`src/rtl/fp_convert_seq.sv`:
```
// fp_convert_seq: converts a 12-bit two's-complement word into an 8-bit
// sign/exponent/significand float (value = F * 2^E). The work is split into
// ABS, NORM and ROUND states, with valid/ready handshakes on both sides.
module fp_convert_seq #(
  parameter bit FAST_NORM = 1'b0
) (
  input  logic        clk,
  input  logic        rst_n,
  input  logic        in_valid,
  output logic        in_ready,
  input  logic [11:0] d_in,
  output logic        out_valid,
  input  logic        out_ready,
  output logic        s,
  output logic [2:0]  e,
  output logic [3:0]  f,
  output logic        busy
);

  typedef enum logic [2:0] {
    ST_IDLE  = 3'd0,
    ST_ABS   = 3'd1,
    ST_NORM  = 3'd2,
    ST_ROUND = 3'd3,
    ST_DONE  = 3'd4
  } state_t;

  state_t      state_r, state_s;
  logic [11:0] d_r, d_s;
  logic        sign_r, sign_s;
  logic [10:0] mag_r, mag_s;
  logic [2:0]  exp_r, exp_s;
  logic        s_r, s_s;
  logic [2:0]  e_r, e_s;
  logic [3:0]  f_r, f_s;
  logic        out_valid_r, out_valid_s;
  logic        busy_r, busy_s;
  logic        in_ready_r, in_ready_s;

  // Magnitude of a two's-complement word; -2048 has no 11-bit magnitude and
  // is clamped to the largest one.
  function automatic logic [10:0] abs_sat(input logic [11:0] d);
    logic [11:0] neg;
    neg = 12'd0 - d;
    if (d == 12'h800) begin
      abs_sat = 11'h7FF;
    end else if (d[11]) begin
      abs_sat = neg[10:0];
    end else begin
      abs_sat = d[10:0];
    end
  endfunction

  // Single-step normalisation: shift count is 10 minus the leading-one
  // position, capped at 7 so the exponent bottoms out at 0.
  function automatic logic [13:0] norm_fast(input logic [10:0] m);
    logic [2:0] sh;
    sh = 3'd7;
    for (int i = 0; i < 11; i++) begin
      if (m[i]) begin
        if (i < 3) begin
          sh = 3'd7;
        end else begin
          sh = 3'(10 - i);
        end
      end else begin
        sh = sh;
      end
    end
    norm_fast = {m << sh, 3'd7 - sh};
  endfunction

  // Round-to-nearest on the top four bits; a carry out of F renormalises to
  // 4'h8 with exponent+1, saturating at the largest representable value.
  function automatic logic [6:0] round_fields(input logic [10:0] m,
                                              input logic [2:0]  ex);
    logic [3:0] fr;
    fr = m[10:7];
    if (!m[6]) begin
      round_fields = {ex, fr};
    end else if (fr != 4'hF) begin
      round_fields = {ex, fr + 4'd1};
    end else if (ex == 3'd7) begin
      round_fields = {3'd7, 4'hF};
    end else begin
      round_fields = {ex + 3'd1, 4'h8};
    end
  endfunction

  // Next-state and datapath update for the conversion sequence.
  always_comb begin
    state_s = state_r;
    d_s     = d_r;
    sign_s  = sign_r;
    mag_s   = mag_r;
    exp_s   = exp_r;
    s_s     = s_r;
    e_s     = e_r;
    f_s     = f_r;
    case (state_r)
      ST_IDLE: begin
        if (in_valid && in_ready_r) begin
          d_s     = d_in;
          state_s = ST_ABS;
        end else begin
          state_s = ST_IDLE;
        end
      end
      ST_ABS: begin
        sign_s  = d_r[11];
        mag_s   = abs_sat(d_r);
        exp_s   = 3'd7;
        state_s = ST_NORM;
      end
      ST_NORM: begin
        if (FAST_NORM) begin
          {mag_s, exp_s} = norm_fast(mag_r);
          state_s        = ST_ROUND;
        end else if (mag_r[10] || (exp_r == 3'd0)) begin
          state_s = ST_ROUND;
        end else begin
          mag_s   = {mag_r[9:0], 1'b0};
          exp_s   = exp_r - 3'd1;
          state_s = ST_NORM;
        end
      end
      ST_ROUND: begin
        s_s        = sign_r;
        {e_s, f_s} = round_fields(mag_r, exp_r);
        state_s    = ST_DONE;
      end
      ST_DONE: begin
        if (out_ready) begin
          state_s = ST_IDLE;
        end else begin
          state_s = ST_DONE;
        end
      end
      default: begin
        state_s = ST_IDLE;
      end
    endcase
    out_valid_s = (state_s == ST_DONE);
    busy_s      = (state_s != ST_IDLE);
    in_ready_s  = (state_s == ST_IDLE);
  end

  // State, datapath and output registers; reset clears everything so an
  // aborted conversion leaves no partial result behind.
  always_ff @(posedge clk or negedge rst_n) begin
    if (!rst_n) begin
      state_r     <= ST_IDLE;
      d_r         <= 12'd0;
      sign_r      <= 1'b0;
      mag_r       <= 11'd0;
      exp_r       <= 3'd0;
      s_r         <= 1'b0;
      e_r         <= 3'd0;
      f_r         <= 4'd0;
      out_valid_r <= 1'b0;
      busy_r      <= 1'b0;
      in_ready_r  <= 1'b0;
    end else begin
      state_r     <= state_s;
      d_r         <= d_s;
      sign_r      <= sign_s;
      mag_r       <= mag_s;
      exp_r       <= exp_s;
      s_r         <= s_s;
      e_r         <= e_s;
      f_r         <= f_s;
      out_valid_r <= out_valid_s;
      busy_r      <= busy_s;
      in_ready_r  <= in_ready_s;
    end
  end

  assign s         = s_r;
  assign e         = e_r;
  assign f         = f_r;
  assign out_valid = out_valid_r;
  assign busy      = busy_r;
  assign in_ready  = in_ready_r;

endmodule

```
`config.mk`:
```
export PLATFORM = sky130hd
export DESIGN_NAME = fp_convert_seq
export DESIGN_NICKNAME = d
export VERILOG_FILES = /design/src/rtl/fp_convert_seq.sv
export SDC_FILE = /design/constraint.sdc
export NUM_CORES = 1
export LEC_CHECK = 0
export ABC_CLOCK_PERIOD_IN_PS = 5600
export BUFFER_PORTS_ARGS = -buffer_cell sky130_fd_sc_hd__buf_2
export CAP_MARGIN = 15
export CORE_ASPECT_RATIO = 0.9
export CORE_MARGIN = 2
export CORE_UTILIZATION = 25
export DETAILED_ROUTE_END_ITERATION = 10
export HOLD_SLACK_MARGIN = 0.06
export SLEW_MARGIN = 15
export SYNTH_ARGS = -nofsm -noshare
export SYNTH_HDL_FRONTEND = slang
export SYNTH_SLANG_ARGS = --single-unit
```
`constraint.sdc`:
```
create_clock -name clk -period 5.6 [get_ports clk]
set_clock_uncertainty 0.2 [all_clocks]
set_input_delay 1.12 -clock clk [delete_from_list [all_inputs] [get_ports clk]]
set_output_delay 1.12 -clock clk [all_outputs]
set_load 0.03 [all_outputs]
```
=== Word-level counts from Yosys, hierarchy flattened ===
Cells that the tools add are included.

* Eq/ne operators: 9
* Reduce and logical (&&, ||, !) cells: 9
* Add/sub/neg operators: 4
* Mux-type cells: 13

{| class="wikitable"
|+ Operators by type and width
! operator !! number
|-
| 11-bit two-way mux || 3
|-
| 11-bit one-hot mux with 2 select lines || 1
|-
| 7-bit two-way mux || 3
|-
| 3-bit one-hot mux with 5 select lines || 1
|-
| 12-bit equality test, second input constant || 1
|-
| 1-bit by 11-bit subtractor with 11-bit output, first input constant || 1
|-
| 3-bit equality test, second input constant || 3
|-
| 3-bit zero test || 3
|-
| 3-bit by 2-bit equality test with 1-bit output, second input constant || 2
|-
| 3-bit two-way mux || 2
|-
| 3-bit one-hot mux with 2 select lines || 1
|-
| 4-bit by 1-bit adder with 4-bit output, second input constant || 1
|-
| 4-bit != test, second input constant || 1
|-
| 2-bit AND reduction || 2
|-
| 3-bit by 1-bit adder with 3-bit output, second input constant || 1
|-
| 3-bit by 1-bit equality test with 1-bit output, second input constant || 1
|-
| 3-bit nonzero test || 1
|-
| 3-bit by 1-bit subtractor with 3-bit output, second input constant || 1
|-
| 1-bit two-way mux || 2
|-
| 2-bit != test, second input constant || 1
|-
| 2-bit nonzero test || 1
|-
| 1-bit logical AND || 1
|-
| 1-bit logical OR || 1
|}

* Bits in registers: 41
* Output and inout port bits: 11
* Logic and storage cells: 46

=== Depth between registers and ports, before layout ===
* Word-level depth: 5
* Mapped depth: 8
* Mapped depth without buffers: 7

=== Worst setup path before layout ===
OpenSTA, ideal clock, no wires.

* Kind: input to register
* From: input port in_valid
* To: register d_r[10]
* Arrival: 1.825 ns
* Path slack: 3.451 ns
* Stages on the path: 3
* Library setup time: 0.125 ns
* Required time: 5.275 ns
* Path through: nand4b_1 -> buf_2 -> mux2_2

* Word-level cells in the longest chain between the ends: 2

{| class="wikitable"
|+ Ends and longest elaborated chain
! item !! RTL line !! RTL
|-
| start, declared || 9 || <nowiki>input logic in_valid,</nowiki>
|-
| 1-bit logical AND || 102 || <nowiki>if (in_valid && in_ready_r) begin</nowiki>
|-
| 2-bit AND reduction (no source line) || -- ||
|-
| end signal, assigned || 165 || <nowiki>d_r <= d_s;</nowiki>
|-
| end, declared || 29 || <nowiki>logic [11:0] d_r, d_s;</nowiki>
|}

Every way passes these cells.
A chain may end at the register's enable or synchronous reset.

=== Worst setup path in the final report ===
* From: input port in_valid
* To: register d_r[4]

The elaborated chain is that of the path after synthesis.

==> flow_metrics.tcl <==
set metrics [dict create \
    outcome "complete, no violations" \
    vias_per_cell 4.691 \
    grt_antenna_before_repair 0 \
    critPathRequiredTime_ns 5.58 \
    multi_input_area_um2 993.5 \
    drv_slew 0 \
    port_buffers 26 \
    drtAntennaViolNets 0 \
    slowest_stage "nand4b_1" \
    num_rows 31 \
    cap_violations 0 \
    finish.utilization_pct 29.76 \
    min_to "e[1]$_DFFE_PN0N_" \
    syn_inst 205 \
    layout-drive-gt1-share_pct 24.24 \
    ys_types 44 \
    post_cts_buffers 0 \
    grt.overflow.total 0 \
    fill_cells 849 \
    crit_path_max_incr_delay_ns 0.54 \
    rsz0062_at_grt "false" \
    rr_startpoint "state_r[0]$_DFF_PN0_" \
    fp.dieH_um 90.65 \
    cp_num_buf_inv 1 \
    place_area_mm2 0.002315 \
    cp-start-kind "input port" \
    maxSlewHeadroom_pct 38.86 \
    dp_slack_ns 3.002 \
    die_area_mm2 0.009090 \
    synth_top_area_share_pct 49.19 \
    whs_path_depth 2 \
    synth_area_leaders "dfrtp_1, mux2_2, o21ai_0, nand2_1, ha_1" \
    routed_wl_um 4106 \
    whs_ns 0.2760 \
    max_freq_mhz 443.6 \
    boundaryPins 27 \
    stdcell_area_mm2 0.002401 \
    synth_seq_cells 41 \
    area_delta_synth_final_pct 15.12 \
    fin_setup_tns_ns 0 \
    r2r_cells 5 \
    synth_largest_area_cell "dfrtp_1" \
    synthTopCellsByCount "dfrtp_1, nand2_1, o21ai_0" \
    async_reset_ff_share_pct 100.0 \
    cp-end-kind "register" \
    seq_area_mm2 0.001026 \
    cp_cell_sequence "buf_2, nand4b_1, mux2_2" \
    setup_viol 0 \
    holdCritPathClass "register to register" \
    wire_per_inst_um 12.44 \
    r2r_end "exp_r[2]$_DFFE_PN0P_" \
    min_period_ns 2.254 \
    worst-setup-path-type "input port to register" \
    drtIter0Drc 42 \
    period_share_pct 40.26 \
    cp_top_family "simple AND/OR/NAND/NOR gates" \
    die_w_um 100.3 \
    core_mm2 0.008068 \
    syn_avg_cell_area_um2 10.17 \
    p_leak_nw 1.062 \
    antenna_cells 0 \
    yosys_warnings 0 \
    timing.final.hold_violations 0 \
    synth_most_common_cell "dfrtp_1" \
    dp_cells 323 \
    root_buffer "clkbuf_8" \
    hold_buffers 0 \
    grt_max_degree 42 \
    power.density_mw_per_mm2 621.3 \
    ir_worst_vdd_mv 0.2105 \
    post-dp-hpwl_um 3032 \
    syn_nets 226 \
    hp-start "e[1]$_DFFE_PN0N_" \
    final_nets 252 \
    clkTransAtPathRegs_ns 0.08 \
    power.total_mw 1.492 \
    ys_seq_area_share_pct 49.19 \
    final.setup.worst_slack_ns 3.346 \
    clkLatencyLatePin_ns 0.30 \
    synth_area_mm2 0.002086 \
    gp_congestion 0.7863 \
    grt_pass1_vias 1484 \
    track_usage_pct 9.748 \
    synth_edf_count 0 \
    cts_buffer_depth 2 \
    cp_max_fo 13 \
    htree_levels 2 \
    tightestPinTransition_ns 0.9171 \
    cts_sinks 41 \
    stdcell_count 330 \
    start_util_pct 25.85 \
    reg2reg_slack_ns 3.45 \
    numCtsBuffers 5 \
    first_pass_iters 5 \
    grt_pass1_wl_um 7093 \
    drc_errors 0 \
    arrival_ns 2.23 \
    postCtsResizedCells 0 \
    vias 1548 \
    cts_tree "yes" \
    synth-main-ff-cell "dfrtp_1" \
]
[logic make-up (layout without fill, tap and decap cells)]
logic type,after synthesis,count (layout),share of synthesized area [%]
muxes,15,15,8.038
buffers and inverters,17,43,3.179
and+or+nand+nor,65,65,16.50
DFF,41,41,49.19
AOI/OAI and AO/OA,54,54,16.74
adders and majority gates,5,5,2.999
xor gates and xnor gates,8,8,3.359
[layer usage]
metal | track usage (%) | up-vias | part of all wire (%)
met2 | 14.37 | 28 | 45
met5 | 0 | - | 0
met1 | 13.54 | 729 | 49
li1 | - | 783 | -
met3 | 3.096 | 8 | 4.2
met4 | 3.082 | 0 | 1.4
[worst max-delay path by stage]
stage               startpoint                   to  slack, ns  cells past startpoint
global route          in_valid   d_r[0]$_DFFE_PN0P_       3.25                      3
floorplan             in_valid  d_r[10]$_DFFE_PN0P_       3.45                      3
detailed placement    in_valid   d_r[6]$_DFFE_PN0P_       3.00                      3
finish                in_valid   d_r[4]$_DFFE_PN0P_       3.35                      3
global placement      in_valid  d_r[11]$_DFFE_PN0P_       3.02                      3
CTS                   in_valid   d_r[6]$_DFFE_PN0P_       3.31                      3
[layout by cell type (no fill, tap or decap), drive strengths merged, types with 2 or more instances in the layout]
master,n
a31oi,3
a21oi,6
o22ai,8
o31ai,3
nor3b,2
o21ai,26
nor2b,2
dfrtp,41
nand3b,2
nand2,29
nor3,4
xor2,3
ha,5
inv,9
xnor2,5
nand3,4
nand4b,2
nor2,9
nand2b,3
or3b,2
clkbuf,7
mux2,14
buf,27
[worst register-to-register path: stages, from the launching register on]
cell	delay, ns
dfrtp_1	0.43
or3b_1	0.60
nor3_1	0.44
nand2_1	0.14
xor2_1	0.16
nand2_1	0.07
[where the power goes]
part	total [mW]	switching [mW]	internal, mW
combinational	0.694	0.392	0.302
clock	0.199	0.101	0.0979
sequential	0.599	0.158	0.441
[sequential cells by signal, summed over array words and instances, names as in the netlist]
| name | cells |
|---|---|
| s | 1 |
| sign_r | 1 |
| out_valid | 1 |
| in_ready | 1 |
| f | 4 |
| exp_r | 3 |
| mag_r | 11 |
| d_r | 12 |
| e | 3 |
| state_r | 3 |
| busy | 1 |
[cell type report]
| cell class | instances | share of cell area (%) |
|---|---|---|
| repair buffers | 27 | 5.732 |
| inverters | 9 | 1.407 |
| multi-input cells | 147 | 41.38 |
| well taps | 99 | 5.159 |
| clock buffers | 7 | 3.596 |
| flip-flops and latches | 41 | 42.73 |
(Power assumes the default switching activity.)
